`config.mk`:
```
export PLATFORM = sky130hd
export DESIGN_NAME = vga_pattern_sequencer_flat
export DESIGN_NICKNAME = d
export VERILOG_FILES = /design/src/rtl/vga_pattern_sequencer_if.sv /design/src/rtl/vga_pattern_sequencer.sv /design/src/flat_wrapper.sv
export SDC_FILE = /design/constraint.sdc
export NUM_CORES = 1
export LEC_CHECK = 0
export BUFFER_PORTS_ARGS = -buffer_cell sky130_fd_sc_hd__buf_2
export CAP_MARGIN = 30
export CORE_MARGIN = 1.5
export CORE_UTILIZATION = 25
export DETAILED_ROUTE_END_ITERATION = 10
export SLEW_MARGIN = 10
export SYNTH_ARGS = -nofsm -noshare
export SYNTH_HDL_FRONTEND = slang
export SYNTH_SLANG_ARGS = --single-unit
```
`constraint.sdc`:
```
create_clock -name clk_i -period 2.6 [get_ports clk_i]
set_input_delay 0.78 -clock clk_i [delete_from_list [all_inputs] [get_ports clk_i]]
set_output_delay 0.78 -clock clk_i [all_outputs]
set_load 0.02 [all_outputs]
```
`src/rtl/vga_pattern_sequencer_if.sv`:
```
// vga_pattern_sequencer_if: pixel strobe, mode controls and registered video outputs
interface vga_pattern_sequencer_if;
  logic pix_en;
  logic auto_en;
  logic next_req;
  logic hsync;
  logic vsync;
  logic de;
  logic [9:0] column;
  logic [8:0] row;
  logic frame_start;
  logic [1:0] mode;
  logic [2:0] rgb;
  modport master (
    output pix_en, auto_en, next_req,
    input hsync, vsync, de, column, row, frame_start, mode, rgb
  );
  modport slave (
    input pix_en, auto_en, next_req,
    output hsync, vsync, de, column, row, frame_start, mode, rgb
  );
endinterface

```
`src/rtl/vga_pattern_sequencer.sv`:
```
// vga_pattern_sequencer: VGA timing generator with frame-aligned test-pattern mode sequencing
module vga_pattern_sequencer #(
  parameter int H_ACTIVE        = 640,
  parameter int H_FP            = 16,
  parameter int H_SYNC          = 96,
  parameter int H_BP            = 48,
  parameter int V_ACTIVE        = 480,
  parameter int V_FP            = 10,
  parameter int V_SYNC          = 2,
  parameter int V_BP            = 33,
  parameter int FRAMES_PER_MODE = 60,
  parameter int NUM_MODES       = 4
) (
  input logic clk_i,
  input logic rst_i,
  vga_pattern_sequencer_if.slave bus
);
  localparam int H_TOTAL = H_ACTIVE + H_FP + H_SYNC + H_BP;
  localparam int V_TOTAL = V_ACTIVE + V_FP + V_SYNC + V_BP;
  localparam int HW = $clog2(H_TOTAL);
  localparam int VW = $clog2(V_TOTAL);
  localparam int FW = $clog2(FRAMES_PER_MODE + 1);
  localparam logic [HW-1:0] H_LAST   = HW'(H_TOTAL - 1);
  localparam logic [HW-1:0] H_ACT    = HW'(H_ACTIVE);
  localparam logic [HW-1:0] HS_BEGIN = HW'(H_ACTIVE + H_FP);
  localparam logic [HW-1:0] HS_END   = HW'(H_ACTIVE + H_FP + H_SYNC);
  localparam logic [VW-1:0] V_LAST   = VW'(V_TOTAL - 1);
  localparam logic [VW-1:0] V_ACT    = VW'(V_ACTIVE);
  localparam logic [VW-1:0] VS_BEGIN = VW'(V_ACTIVE + V_FP);
  localparam logic [VW-1:0] VS_END   = VW'(V_ACTIVE + V_FP + V_SYNC);
  localparam logic [9:0] BAND_LO = 10'(H_ACTIVE / 3);
  localparam logic [9:0] BAND_HI = 10'(2 * H_ACTIVE / 3);
  localparam logic [FW-1:0] F_LAST = FW'(FRAMES_PER_MODE - 1);
  localparam logic [1:0] M_LAST = 2'(NUM_MODES - 1);
  typedef enum logic {RUN, PEND} state_t;
  state_t state, state_next;
  logic [HW-1:0] h;
  logic [VW-1:0] v;
  logic [FW-1:0] fcnt, fcnt_next;
  logic [1:0] mode, mode_next;
  logic auto_q, auto_next, origin, last, active;
  logic [9:0] x;
  logic [8:0] y;
  logic [2:0] rgb;
  assign origin = h == '0 && v == '0;
  assign last = h == H_LAST && v == V_LAST;
  assign active = h < H_ACT && v < V_ACT;
  assign x = 10'(h);
  assign y = 9'(v);
  assign bus.mode = mode;
  // A pending advance lands on the first pixel of the next frame; later requests in that frame are dropped
  always_comb begin
    state_next = state;
    mode_next = mode;
    auto_next = origin ? bus.auto_en : auto_q;
    fcnt_next = !auto_next ? '0 : last ? fcnt + 1'b1 : fcnt;
    if (state == PEND && origin) begin
      state_next = RUN;
      mode_next = mode == M_LAST ? 2'd0 : mode + 2'd1;
      fcnt_next = '0;
    end else if (bus.next_req || (auto_next && last && fcnt == F_LAST)) begin
      state_next = PEND;
    end
  end
  // Pattern uses the post-advance mode so the switch coincides with frame_start
  assign rgb = mode_next == 2'd0 ? 3'b001 :
               mode_next == 2'd1 ? ((x >= BAND_LO && x < BAND_HI) ? 3'b100 : 3'b010) :
               mode_next == 2'd2 ? x[8:6] ^ {3{x[9]}} :
               {3{x[5] ^ y[5]}};
  always_ff @(posedge clk_i) begin
    if (rst_i) begin
      state <= RUN;
      h <= '0;
      v <= '0;
      fcnt <= '0;
      mode <= '0;
      auto_q <= 1'b0;
      bus.hsync <= 1'b1;
      bus.vsync <= 1'b1;
      bus.de <= 1'b0;
      bus.column <= '0;
      bus.row <= '0;
      bus.frame_start <= 1'b0;
      bus.rgb <= '0;
    end else if (bus.pix_en) begin
      state <= state_next;
      mode <= mode_next;
      fcnt <= fcnt_next;
      auto_q <= auto_next;
      h <= h == H_LAST ? '0 : h + 1'b1;
      if (h == H_LAST) v <= v == V_LAST ? '0 : v + 1'b1;
      bus.hsync <= !(h >= HS_BEGIN && h < HS_END);
      bus.vsync <= !(v >= VS_BEGIN && v < VS_END);
      bus.de <= active;
      bus.column <= active ? x : '0;
      bus.row <= active ? y : '0;
      bus.frame_start <= origin;
      bus.rgb <= active ? rgb : '0;
    end
  end
endmodule
```
`src/flat_wrapper.sv`:
```
// flat-port wrapper written by rule: the top's interface ports become plain ports
module vga_pattern_sequencer_flat 
#(
  parameter int H_ACTIVE        = 640,
  parameter int H_FP            = 16,
  parameter int H_SYNC          = 96,
  parameter int H_BP            = 48,
  parameter int V_ACTIVE        = 480,
  parameter int V_FP            = 10,
  parameter int V_SYNC          = 2,
  parameter int V_BP            = 33,
  parameter int FRAMES_PER_MODE = 60,
  parameter int NUM_MODES       = 4
)
  (clk_i, rst_i, bus_pix_en, bus_auto_en, bus_next_req, bus_hsync, bus_vsync, bus_de, bus_column, bus_row, bus_frame_start, bus_mode, bus_rgb);
  vga_pattern_sequencer_if bus_i ();
  input logic clk_i;
  input logic rst_i;
  input wire logic [$bits(bus_i.pix_en)-1:0] bus_pix_en;
  input wire logic [$bits(bus_i.auto_en)-1:0] bus_auto_en;
  input wire logic [$bits(bus_i.next_req)-1:0] bus_next_req;
  output wire logic [$bits(bus_i.hsync)-1:0] bus_hsync;
  output wire logic [$bits(bus_i.vsync)-1:0] bus_vsync;
  output wire logic [$bits(bus_i.de)-1:0] bus_de;
  output wire logic [$bits(bus_i.column)-1:0] bus_column;
  output wire logic [$bits(bus_i.row)-1:0] bus_row;
  output wire logic [$bits(bus_i.frame_start)-1:0] bus_frame_start;
  output wire logic [$bits(bus_i.mode)-1:0] bus_mode;
  output wire logic [$bits(bus_i.rgb)-1:0] bus_rgb;
  assign bus_i.pix_en = bus_pix_en;
  assign bus_i.auto_en = bus_auto_en;
  assign bus_i.next_req = bus_next_req;
  assign bus_hsync = bus_i.hsync;
  assign bus_vsync = bus_i.vsync;
  assign bus_de = bus_i.de;
  assign bus_column = bus_i.column;
  assign bus_row = bus_i.row;
  assign bus_frame_start = bus_i.frame_start;
  assign bus_mode = bus_i.mode;
  assign bus_rgb = bus_i.rgb;
  vga_pattern_sequencer #(.H_ACTIVE(H_ACTIVE), .H_FP(H_FP), .H_SYNC(H_SYNC), .H_BP(H_BP), .V_ACTIVE(V_ACTIVE), .V_FP(V_FP), .V_SYNC(V_SYNC), .V_BP(V_BP), .FRAMES_PER_MODE(FRAMES_PER_MODE), .NUM_MODES(NUM_MODES)) u_core (.clk_i(clk_i), .rst_i(rst_i), .bus(bus_i));
endmodule
```
==> impl_metrics.py, run 1 <==
metrics = {
    "yosys": {
        "synth.distinct_cells": 45,
        "ys_seq_elements": 56,
        "synth_edf_count": 0,
        "synth_async_sr_flop_share_pct": 0,
        "avgSynthCellArea_um2": 8.40,
        "syn_area_mm2": 0.00282,
        "yosysWarnings": 0,
        "synth_ff_type": "dfxtp_1",
        "synth_cells": 336,
        "ys_seq_area_share_pct": 39.7,
        "syn_nets": 353,
    },
    "global_route": {
        "grt_pass1_wl_mm": 11.6,
        "grt_usage_pct": 12.2,
        "busiest_layer": "met2",
        "grt_overflow": 0,
        "met1_usage_pct": 16.2,
        "grt_max_degree": 34,
        "grt_pass1_vias": 2308,
        "grt_use_met3_pct": 2.09,
        "antenna_found_initial": 0,
        "grt_use_met2_pct": 20.5,
    },
    "floorplan": {
        "coreArea_mm2": 0.0109,
        "die_x_um": 109,
        "num_rows": 38,
        "initial_core_util_pct": 25.8,
        "die_h_um": 109,
        "dieArea_mm2": 0.0119,
        "ios": 33,
    },
    "routing": {
        "post_drt_wl_per_cell_um": 13.8,
        "viasPerCell": 4.84,
        "drc": 0,
        "drtPass1Iterations": 4,
        "num_vias": 2439,
        "drt_wl_total_mm": 6.97,
        "drtAntennaViolNets": 0,
        "drt-initial-drc-count": 126,
    },
    "placed_design": {
        "gp_congestion": 0.808,
        "dp_hpwl_mm": 5.13,
        "dp_cells": 496,
        "portBuffers": 32,
    },
    "setup_path": {
        "critPathLaunchType": "flop",
        "endpoint_kind": "flop",
        "path_class": "flop to flop",
        "arrival_ps": 2600,
        "reg2reg_slack_ps": 180,
        "cp.required_ps": 2780,
        "crit_path_max_fanout": 7,
        "crit_slowest_cell": "a2111oi_0",
        "path_cells": "inv_1, ha_1, nor2b_1, nand4_1, o21ai_1, a2111oi_0, nor2_1, o41ai_1",
        "crit_path_max_incr_delay_ps": 570,
        "r2r_cells": 8,
    },
    "clock_network": {
        "cts_sinks": 56,
        "cts_root_buf": "clkbuf_16",
        "clkLatencyLatePin_ps": 290,
        "cts_setup_buffers": 0,
        "post_cts_resized": 0,
        "cts_made_buffers": 5,
        "holdBufCountCts": 0,
        "cts_tree": "yes",
        "cts.path.max_buffers": 2,
        "clk_pin_slew_worst_paths_ps": 70,
        "htreeDepth": 2,
    },
    "sta": {
        "skew_ps": 6.08,
        "fin_crit_sh_pct": 93.1,
        "tightest_slew_ps": 860,
        "fmax_ghz": 0.413,
        "max_slew_margin_pct": 42.6,
        "tns_ps": 0,
        "finalMaxSlewViolations": 0,
        "finalHoldViolCount": 0,
        "setup_viol": 0,
        "rsz0062_at_grt": "false",
        "final.min_clock_period_ps": 2420,
    },
    "hold_path": {
        "hold_class": "flop to flop",
        "hold_path_depth": 2,
    },
    "layout": {
        "drive_gt1_share_pct": 16.5,
        "multiInputGateArea_mm2": 0.00157,
        "stdcell_count": 504,
        "nFillCells": 1182,
        "diodes": 0,
        "layout.nets": 380,
        "register_area_mm2": 0.00112,
        "area_delta_synth_final_pct": 16.4,
    },
    "power": {
        "vdd_drop_max_mv": 0.299,
        "powerDensity_mw_per_mm2": 516,
        "leakage_nw": 1.25,
    },
    "run_status": {
        "status": "complete, no violations",
    },
    "job": {
        "drv_cap": 0,
    },
}
[Yosys cell counts (2+ instances only)]
| master | number | share of area (%) |
|---|---|---|
| a211oi_1 | 3 | 0.80 |
| a21oi_1 | 14 | 2.5 |
| a221oi_1 | 2 | 0.62 |
| a22oi_1 | 19 | 5.1 |
| a31oi_1 | 2 | 0.44 |
| and3_1 | 3 | 0.66 |
| buf_2 | 2 | 0.35 |
| clkbuf_1 | 19 | 2.5 |
| dfxtp_1 | 56 | 40 |
| ha_1 | 12 | 5.3 |
| inv_1 | 11 | 1.5 |
| mux2i_1 | 6 | 2.1 |
| nand2_1 | 26 | 3.5 |
| nand3_1 | 14 | 2.5 |
| nand3b_1 | 3 | 0.80 |
| nand4_1 | 9 | 2.0 |
| nand4b_1 | 5 | 1.6 |
| nor2_1 | 54 | 7.2 |
| nor2_2 | 3 | 0.66 |
| nor3_1 | 7 | 1.2 |
| nor4_1 | 5 | 1.1 |
| o211ai_1 | 7 | 1.9 |
| o21a_1 | 2 | 0.53 |
| o21ai_0 | 8 | 1.4 |
| o21ai_1 | 2 | 0.35 |
| or3_1 | 4 | 0.89 |
| xnor2_1 | 13 | 4.0 |
| xor2_1 | 8 | 2.5 |
[stage by stage]
step | hold slack, ps | utilization, % | area, um2 | setup slack (ps) | total power, W
2_1_floorplan | 460 | - | 2820 | 499 | 0.00100
3_3_place_gp | 443 | 28.7 | 3140 | 290 | 0.00104
3_5_place_dp | 461 | 28.7 | 3140 | 189 | 0.00105
4_1_cts | 473 | 30.0 | 3290 | 173 | 0.00172
5_1_grt | 485 | 30.0 | 3290 | 22.9 | 0.00176
6_report | 468 | 30.0 | 3290 | 180 | 0.00170
[state kept, by name, indices dropped and copies added (netlist names), 2 cells and up]
name               count
u_core.bus.column     10
u_core.h              10
u_core.v              10
u_core.bus.row         9
u_core.fcnt            6
u_core.bus.rgb         3
u_core.bus.mode        2
[worst paths after layout]
kind,startpoint,end
worst min-delay path,u_core.bus.rgb[1],u_core.bus.rgb[1]
worst max register to register,u_core.v[0],u_core.state
worst max-delay path,u_core.v[0],u_core.state
worst min register to register,u_core.bus.rgb[1],u_core.bus.rgb[1]
[critical path: cells and delay by family (launching register included)]
kind	cells	cell delay, ps
compound gates	3	1100
simple gates	3	540
flops	1	410
fa+ha+maj	1	190
buf+inv	1	90
[cells in the final DEF (no fill, tap or decap), types with 2 or more instances in the layout]
cell,count
a221oi_1,2
nand2_1,26
nand4b_1,5
nor2_1,54
inv_1,11
xor2_1,8
o21ai_0,8
dfxtp_1,56
a211oi_1,3
xnor2_1,13
o21ai_1,2
or3_1,4
and3_1,3
ha_1,12
nand3_1,14
buf_2,32
buf_4,10
nor3_1,7
o211ai_1,7
nand4_1,9
nor4_1,5
a22oi_1,19
a21oi_1,14
nand3b_1,3
clkbuf_16,5
nor2_2,3
a31oi_1,2
mux2i_1,6
o21a_1,2
[cell type report]
type / count / share of cell area [%]
multi-input combinational: 247 / 47.7
sequential: 56 / 34.1
timing repair buffer: 42 / 7.16
tap: 140 / 5.33
clock buffer: 6 / 3.92
inverter: 11 / 1.26
clock inverter: 2 / 0.495
[where the power goes]
group          switching, W  internal, W
Sequential        0.0000153     0.000870
Combinational     0.0000919    0.0000487
Clock              0.000311     0.000360
[kinds of logic after synthesis]
logic type               Yosys count  share of synthesized area, %
AO/OA/AOI/OAI                     63                          15.2
XOR/XNOR                          21                          6.52
adder cells (fa/ha/maj)           12                          5.32
buffers and inverters             33                          4.74
flip-flops                        56                          39.7
multiplexers                       6                          2.13
AND/OR/NAND/NOR                  145                          26.4
[per-layer routing]
metal / wire, um / part of all wire, %
met1: 3390 / 49
met2: 3230 / 46
met3: 276 / 4.0
met4: 74 / 1.1
met5: 0 / 0
Note: power is estimated with default switching activity, not from simulation.
==> inputs of run 2 (changes only) <==
Settings changed: PLACE_DENSITY set to 0.43.
==> run 2 against run 1 <==
Compared with the run above:
- via count down 0.70%
- die area unchanged
- total power up 2.3%
- clock skew up 4.5 ps
- final area up 0.91%
- sequential share of layout area down 0.31 points
- global-route usage up 0.82 points
- wire length up 6.8%
- count of clock-buffer cells in the layout down 1
- critical path type unchanged
- sequential power about the same
- worst setup slack better by 140 ps
==> impl_metrics.py, run 2 (synthesis gave the netlist of run 1 again) <==
metrics = {
    "setup_path": {
        "cp.required_ps": 2790,
        "arrival_ps": 2480,
        "critical_path_buf_inv_count": 0,
        "r2r-end": "u_core.state",
        "path_cells": "ha_1, nand4_1, nor4_1, nand3_1, a2111oi_0, nor2_1, o41ai_1",
        "critPathLaunchType": "flop",
        "reg2reg_slack_ps": 320,
        "r2r_start": "u_core.h[9]",
        "crit_path_end": "u_core.state",
        "crit_cells": 7,
        "crit_path_max_incr_delay_ps": 540,
        "critical_path.startpoint": "u_core.h[9]",
        "path_class": "flop to flop",
        "crit_slowest_cell": "dfxtp_1",
        "crit_family": "compound AO/OA/AOI/OAI gates",
        "crit_path_max_fanout": 9,
        "r2r_cells": 7,
        "endpoint_kind": "flop",
    },
    "layout": {
        "nFillCells": 1196,
        "mostFrequentLayoutCells": "dfxtp_1, nor2_1, buf_2",
        "drive_gt1_share_pct": 17.4,
        "final_common_cell": "dfxtp_1",
        "area_delta_synth_final_pct": 17.5,
        "stdcell_count": 507,
        "top_regs": "u_core.bus.column x10, u_core.h x10, u_core.v x10",
        "diodes": 0,
        "layout.nets": 383,
        "postLayoutCoreUtil_pct": 30.3,
    },
    "sta": {
        "tns_ps": 0,
        "finalMaxSlewViolations": 0,
        "finalHoldViolCount": 0,
        "skew_ps": 10.6,
        "final.min_clock_period_ps": 2280,
        "setup_viol": 0,
        "fmax_ghz": 0.438,
        "rsz0062_at_grt": "false",
        "tightest_slew_ps": 541,
        "fin_crit_sh_pct": 87.9,
        "max_slew_margin_pct": 63.0,
        "whs_ps": 460,
    },
    "placed_design": {
        "dp_hpwl_mm": 5.42,
        "portBuffers": 32,
        "gp_congestion": 0.806,
        "dp_cells": 499,
    },
    "power": {
        "powerDensity_mw_per_mm2": 523,
        "leakage_nw": 1.27,
        "p_int_w": 0.00129,
        "p_sw_w": 0.000449,
        "seqPwrFrac_pct": 51.1,
        "switching_share_pct": 25.9,
        "comb_power_share_pct": 8.1,
        "vdd_drop_max_mv": 0.237,
        "clkPwrFrac_pct": 40.8,
    },
    "clock_network": {
        "cts_made_buffers": 5,
        "clk_pin_slew_worst_paths_ps": 70,
        "cts.path.max_buffers": 2,
        "cts_sinks": 56,
        "clkLatencyLatePin_ps": 300,
        "holdBufCountCts": 0,
        "cts_root_buf": "clkbuf_16",
        "cts_setup_buffers": 0,
        "cts_tree": "yes",
        "post_cts_resized": 0,
        "htreeDepth": 2,
    },
    "global_route": {
        "grt_pass1_wl_mm": 12.0,
        "grt_pass1_vias": 2271,
        "antenna_found_initial": 0,
        "grt_usage_pct": 13.0,
        "grt_overflow": 0,
        "grt_max_degree": 30,
    },
    "floorplan": {
        "ios": 33,
        "initial_core_util_pct": 25.8,
        "dieArea_mm2": 0.0119,
        "die_x_um": 109,
        "coreArea_mm2": 0.0109,
        "die_h_um": 109,
        "num_rows": 38,
    },
    "routing": {
        "post_drt_wl_per_cell_um": 14.7,
        "viasPerCell": 4.78,
        "drt-initial-drc-count": 100,
        "num_vias": 2422,
        "drtAntennaViolNets": 0,
        "drt_wl_total_mm": 7.44,
        "drc": 0,
        "drtPass1Iterations": 4,
    },
    "hold_path": {
        "hold_path_depth": 2,
        "hold_class": "flop to flop",
        "worst_hold_startpoint": "u_core.bus.rgb[1]",
    },
    "run_status": {
        "status": "complete, no violations",
    },
    "job": {
        "drv_cap": 0,
    },
}
-- run 2: cell types whose count changed in the layout (fill, tap and decap cells not counted), sizes merged --
| cell | previous run | this run |
|---|---|---|
| buf | 42 | 45 |
| inv | 11 | 12 |
| clkbuf | 6 | 5 |
-- run 2: worst min path at each step --
stage                             endpoint  slack (ps)
global placement    u_core.bus.frame_start         460
CTS                      u_core.bus.rgb[1]         470
detailed placement       u_core.bus.rgb[1]         450
finish                   u_core.bus.rgb[1]         460
floorplan                    u_core.auto_q         460
global route             u_core.bus.rgb[1]         500
-- run 2: tightest hold or removal path, delay by kind of cell, from the launching register on --
kind	cells	cell delay [ps]
simple gates	1	50
compound gates	1	60
flops	1	320
-- run 2: area by class of cell --
cell class	count	area [um2]	area share, %
Timing Repair Buffer	45	258	7.77
Tap cell	140	175	5.28
Sequential cell	56	1120	33.8
Inverter	11	41.3	1.25
Multi-Input combinational cell	247	1570	47.3
Clock inverter	3	27.5	0.830
Clock buffer	5	125	3.77
-- run 2: power by group through the flow --
stage / Combinational, W / Clock, W / Sequential [W]
after floorplan: 0.0000935 / 0 / 0.000907
after global placement: 0.000143 / 0 / 0.000906
after detailed placement: 0.000142 / 0 / 0.000906
after CTS: 0.000143 / 0.000731 / 0.000886
after global routing: 0.000158 / 0.000759 / 0.000888
final: 0.000141 / 0.000708 / 0.000886
-- run 2: through the flow --
step	worst slack (ps)	instance area, um2	power, W
floorplan	499	2820	0.00100
global placement	354	3160	0.00105
detailed placement	303	3160	0.00105
CTS	253	3320	0.00176
global route	56.6	3320	0.00180
finish	316	3320	0.00174
-- run 2: metal layers --
| metal | GRT usage [%] | vias up | share of wire, % |
|---|---|---|---|
| li1 | - | 1249 | - |
| met5 | 0 | - | 0 |
| met4 | 4.08 | 0 | 1.3 |
| met1 | 18.9 | 1129 | 52 |
| met3 | 2.15 | 10 | 2.4 |
| met2 | 19.5 | 34 | 44 |
==> inputs of run 3 (changes only) <==
Settings changed: CELL_PAD_IN_SITES_DETAIL_PLACEMENT set to 0, CELL_PAD_IN_SITES_GLOBAL_PLACEMENT set to 1, PLACE_DENSITY 0.43 to 0.52.
==> run 3 against run 2 <==
Compared with the run above:
- highest routed layer unchanged
- final area up 0.60%
- sequential share of layout area fell by 0.20 points
- critical path depth is 2 higher
- global-route usage increased by 0.79 points
- first-iteration DRC count rose by 4.0%
==> impl_metrics.py, run 3 (synthesis gave the netlist of run 1 again) <==
metrics = {
    "setup_path": {
        "crit_slowest_cell": "a2111oi_0",
        "arrival_ps": 2470,
        "reg2reg_slack_ps": 320,
        "path_cells": "inv_1, ha_1, nor2b_1, nand4_1, buf_4, o21ai_1, a2111oi_0, nor2_1, o41ai_1",
        "r2r-end": "u_core.state",
        "crit_family": "compound AO/OA/AOI/OAI gates",
        "r2r_start": "u_core.v[0]",
        "critPathLaunchType": "flop",
        "critical_path_buf_inv_count": 2,
        "path_class": "flop to flop",
        "crit_path_max_fanout": 7,
        "cp.required_ps": 2790,
        "r2r_cells": 9,
        "crit_path_max_incr_delay_ps": 540,
        "endpoint_kind": "flop",
    },
    "power": {
        "powerDensity_mw_per_mm2": 513,
        "comb_power_share_pct": 8.5,
        "clkPwrFrac_pct": 39.8,
        "p_sw_w": 0.000431,
        "seqPwrFrac_pct": 51.6,
        "vdd_drop_max_mv": 0.220,
        "leakage_nw": 1.29,
        "switching_share_pct": 25.2,
        "p_int_w": 0.00128,
    },
    "placed_design": {
        "gp_congestion": 0.797,
        "dp_hpwl_mm": 5.79,
        "portBuffers": 32,
        "pre_cts_slack_ps": 294,
    },
    "routing": {
        "num_vias": 2448,
        "post_drt_wl_per_cell_um": 15.1,
        "drtPass1Iterations": 4,
        "drc": 0,
        "drtAntennaViolNets": 0,
        "drt_wl_total_mm": 7.73,
        "viasPerCell": 4.79,
        "drt-initial-drc-count": 104,
    },
    "global_route": {
        "grt_pass1_wl_mm": 12.5,
        "grt_usage_pct": 13.8,
        "grt_pass1_vias": 2371,
        "grt_overflow": 0,
        "grt_max_degree": 22,
        "antenna_found_initial": 0,
    },
    "sta": {
        "max_slew_margin_pct": 65.2,
        "fmax_ghz": 0.438,
        "fin_crit_sh_pct": 87.8,
        "tightest_slew_ps": 509,
        "final.setup.worst_slack_ps": 316,
        "finalMaxSlewViolations": 0,
        "rsz0062_at_grt": "false",
        "setup_viol": 0,
        "skew_ps": 8.01,
        "final.min_clock_period_ps": 2280,
        "tns_ps": 0,
        "finalHoldViolCount": 0,
    },
    "floorplan": {
        "initial_core_util_pct": 25.8,
        "coreArea_mm2": 0.0109,
        "dieArea_mm2": 0.0119,
        "die_h_um": 109,
        "die_x_um": 109,
        "num_rows": 38,
        "ios": 33,
    },
    "clock_network": {
        "cts_root_buf": "clkbuf_16",
        "cts_sinks": 56,
        "clkLatencyLatePin_ps": 290,
        "htreeDepth": 2,
        "cts.path.max_buffers": 2,
        "clk_pin_slew_worst_paths_ps": 70,
        "holdBufCountCts": 0,
        "cts_setup_buffers": 0,
        "post_cts_resized": 0,
        "cts_made_buffers": 5,
        "cts_tree": "yes",
    },
    "hold_path": {
        "hold_path_depth": 2,
        "hold_class": "flop to flop",
        "hold_path_end": "u_core.bus.frame_start",
        "worst_hold_startpoint": "u_core.bus.frame_start",
    },
    "layout": {
        "mostFrequentLayoutCells": "dfxtp_1, nor2_1, buf_2",
        "drive_gt1_share_pct": 18.1,
        "nFillCells": 1208,
        "diodes": 0,
        "top_regs": "u_core.bus.column x10, u_core.h x10, u_core.v x10",
        "final_common_cell": "dfxtp_1",
        "area_delta_synth_final_pct": 18.2,
        "layout.nets": 387,
    },
    "job": {
        "drv_cap": 0,
    },
    "run_status": {
        "status": "complete, no violations",
    },
}
-- run 3: cell count changes in the layout (fill, tap and decap cells not counted), sizes merged --
| cell | delta |
|---|---|
| clkinvlp | -1 |
| clkbuf | +1 |
| buf | +4 |
-- run 3: worst max-delay path by stage --
stage                 from             end  slack [ps]  cells past startpoint
2_1_floorplan   bus_pix_en  u_core.fcnt[2]         500                      7
3_3_place_gp   u_core.v[0]    u_core.state         290                      9
3_5_place_dp    bus_pix_en  u_core.fcnt[2]         290                      7
4_1_cts        u_core.v[0]    u_core.state         290                      9
5_1_grt        u_core.h[9]    u_core.state         100                      8
6_report       u_core.v[0]    u_core.state         320                      9
-- run 3: worst register-to-register path: cells and delay by family, from the launching register on --
kind	cells	cell delay (ps)
compound gates	3	970
fa+ha+maj	1	200
buf+inv	2	260
flops	1	430
simple gates	3	320
-- run 3: layer usage --
metal  GRT usage (%)  part of all wire (%)  up-vias  routed length (um)
li1                -                     -     1252                   -
met1            19.3                    51     1151                3940
met2            21.9                    45       38                3460
met3            2.09                   3.3        7                 256
met4            4.17                   1.0        0                  80
met5               0                     0        -                   0
-- run 3: power groups by stage --
stage	registers (W)	clock network [W]	logic, W
floorplan	0.000907	0	0.0000935
global placement	0.000905	0	0.000149
detailed placement	0.000905	0	0.000147
CTS	0.000884	0.000714	0.000148
global route	0.000888	0.000747	0.000163
finish	0.000884	0.000682	0.000146
-- run 3: final cells by class --
| type | count | area (um2) | share of cell area, % |
|---|---|---|---|
| clock buffers | 6 | 129 | 3.86 |
| well taps | 140 | 175 | 5.25 |
| flip-flops and latches | 56 | 1120 | 33.6 |
| repair buffers | 49 | 288 | 8.63 |
| multi-input cells | 247 | 1570 | 47.0 |
| clock inverters | 2 | 13.8 | 0.413 |
| inverters | 11 | 41.3 | 1.24 |
-- run 3: metrics by stage --
stage	hold WS, ps	util [%]	instances	power (W)	area, um2
2_1_floorplan	460	-	336	0.00100	2820
3_3_place_gp	450	29.2	503	0.00105	3190
3_5_place_dp	456	29.2	503	0.00105	3190
4_1_cts	467	30.5	511	0.00175	3340
5_1_grt	497	30.5	511	0.00180	3340
6_report	465	30.5	511	0.00171	3340
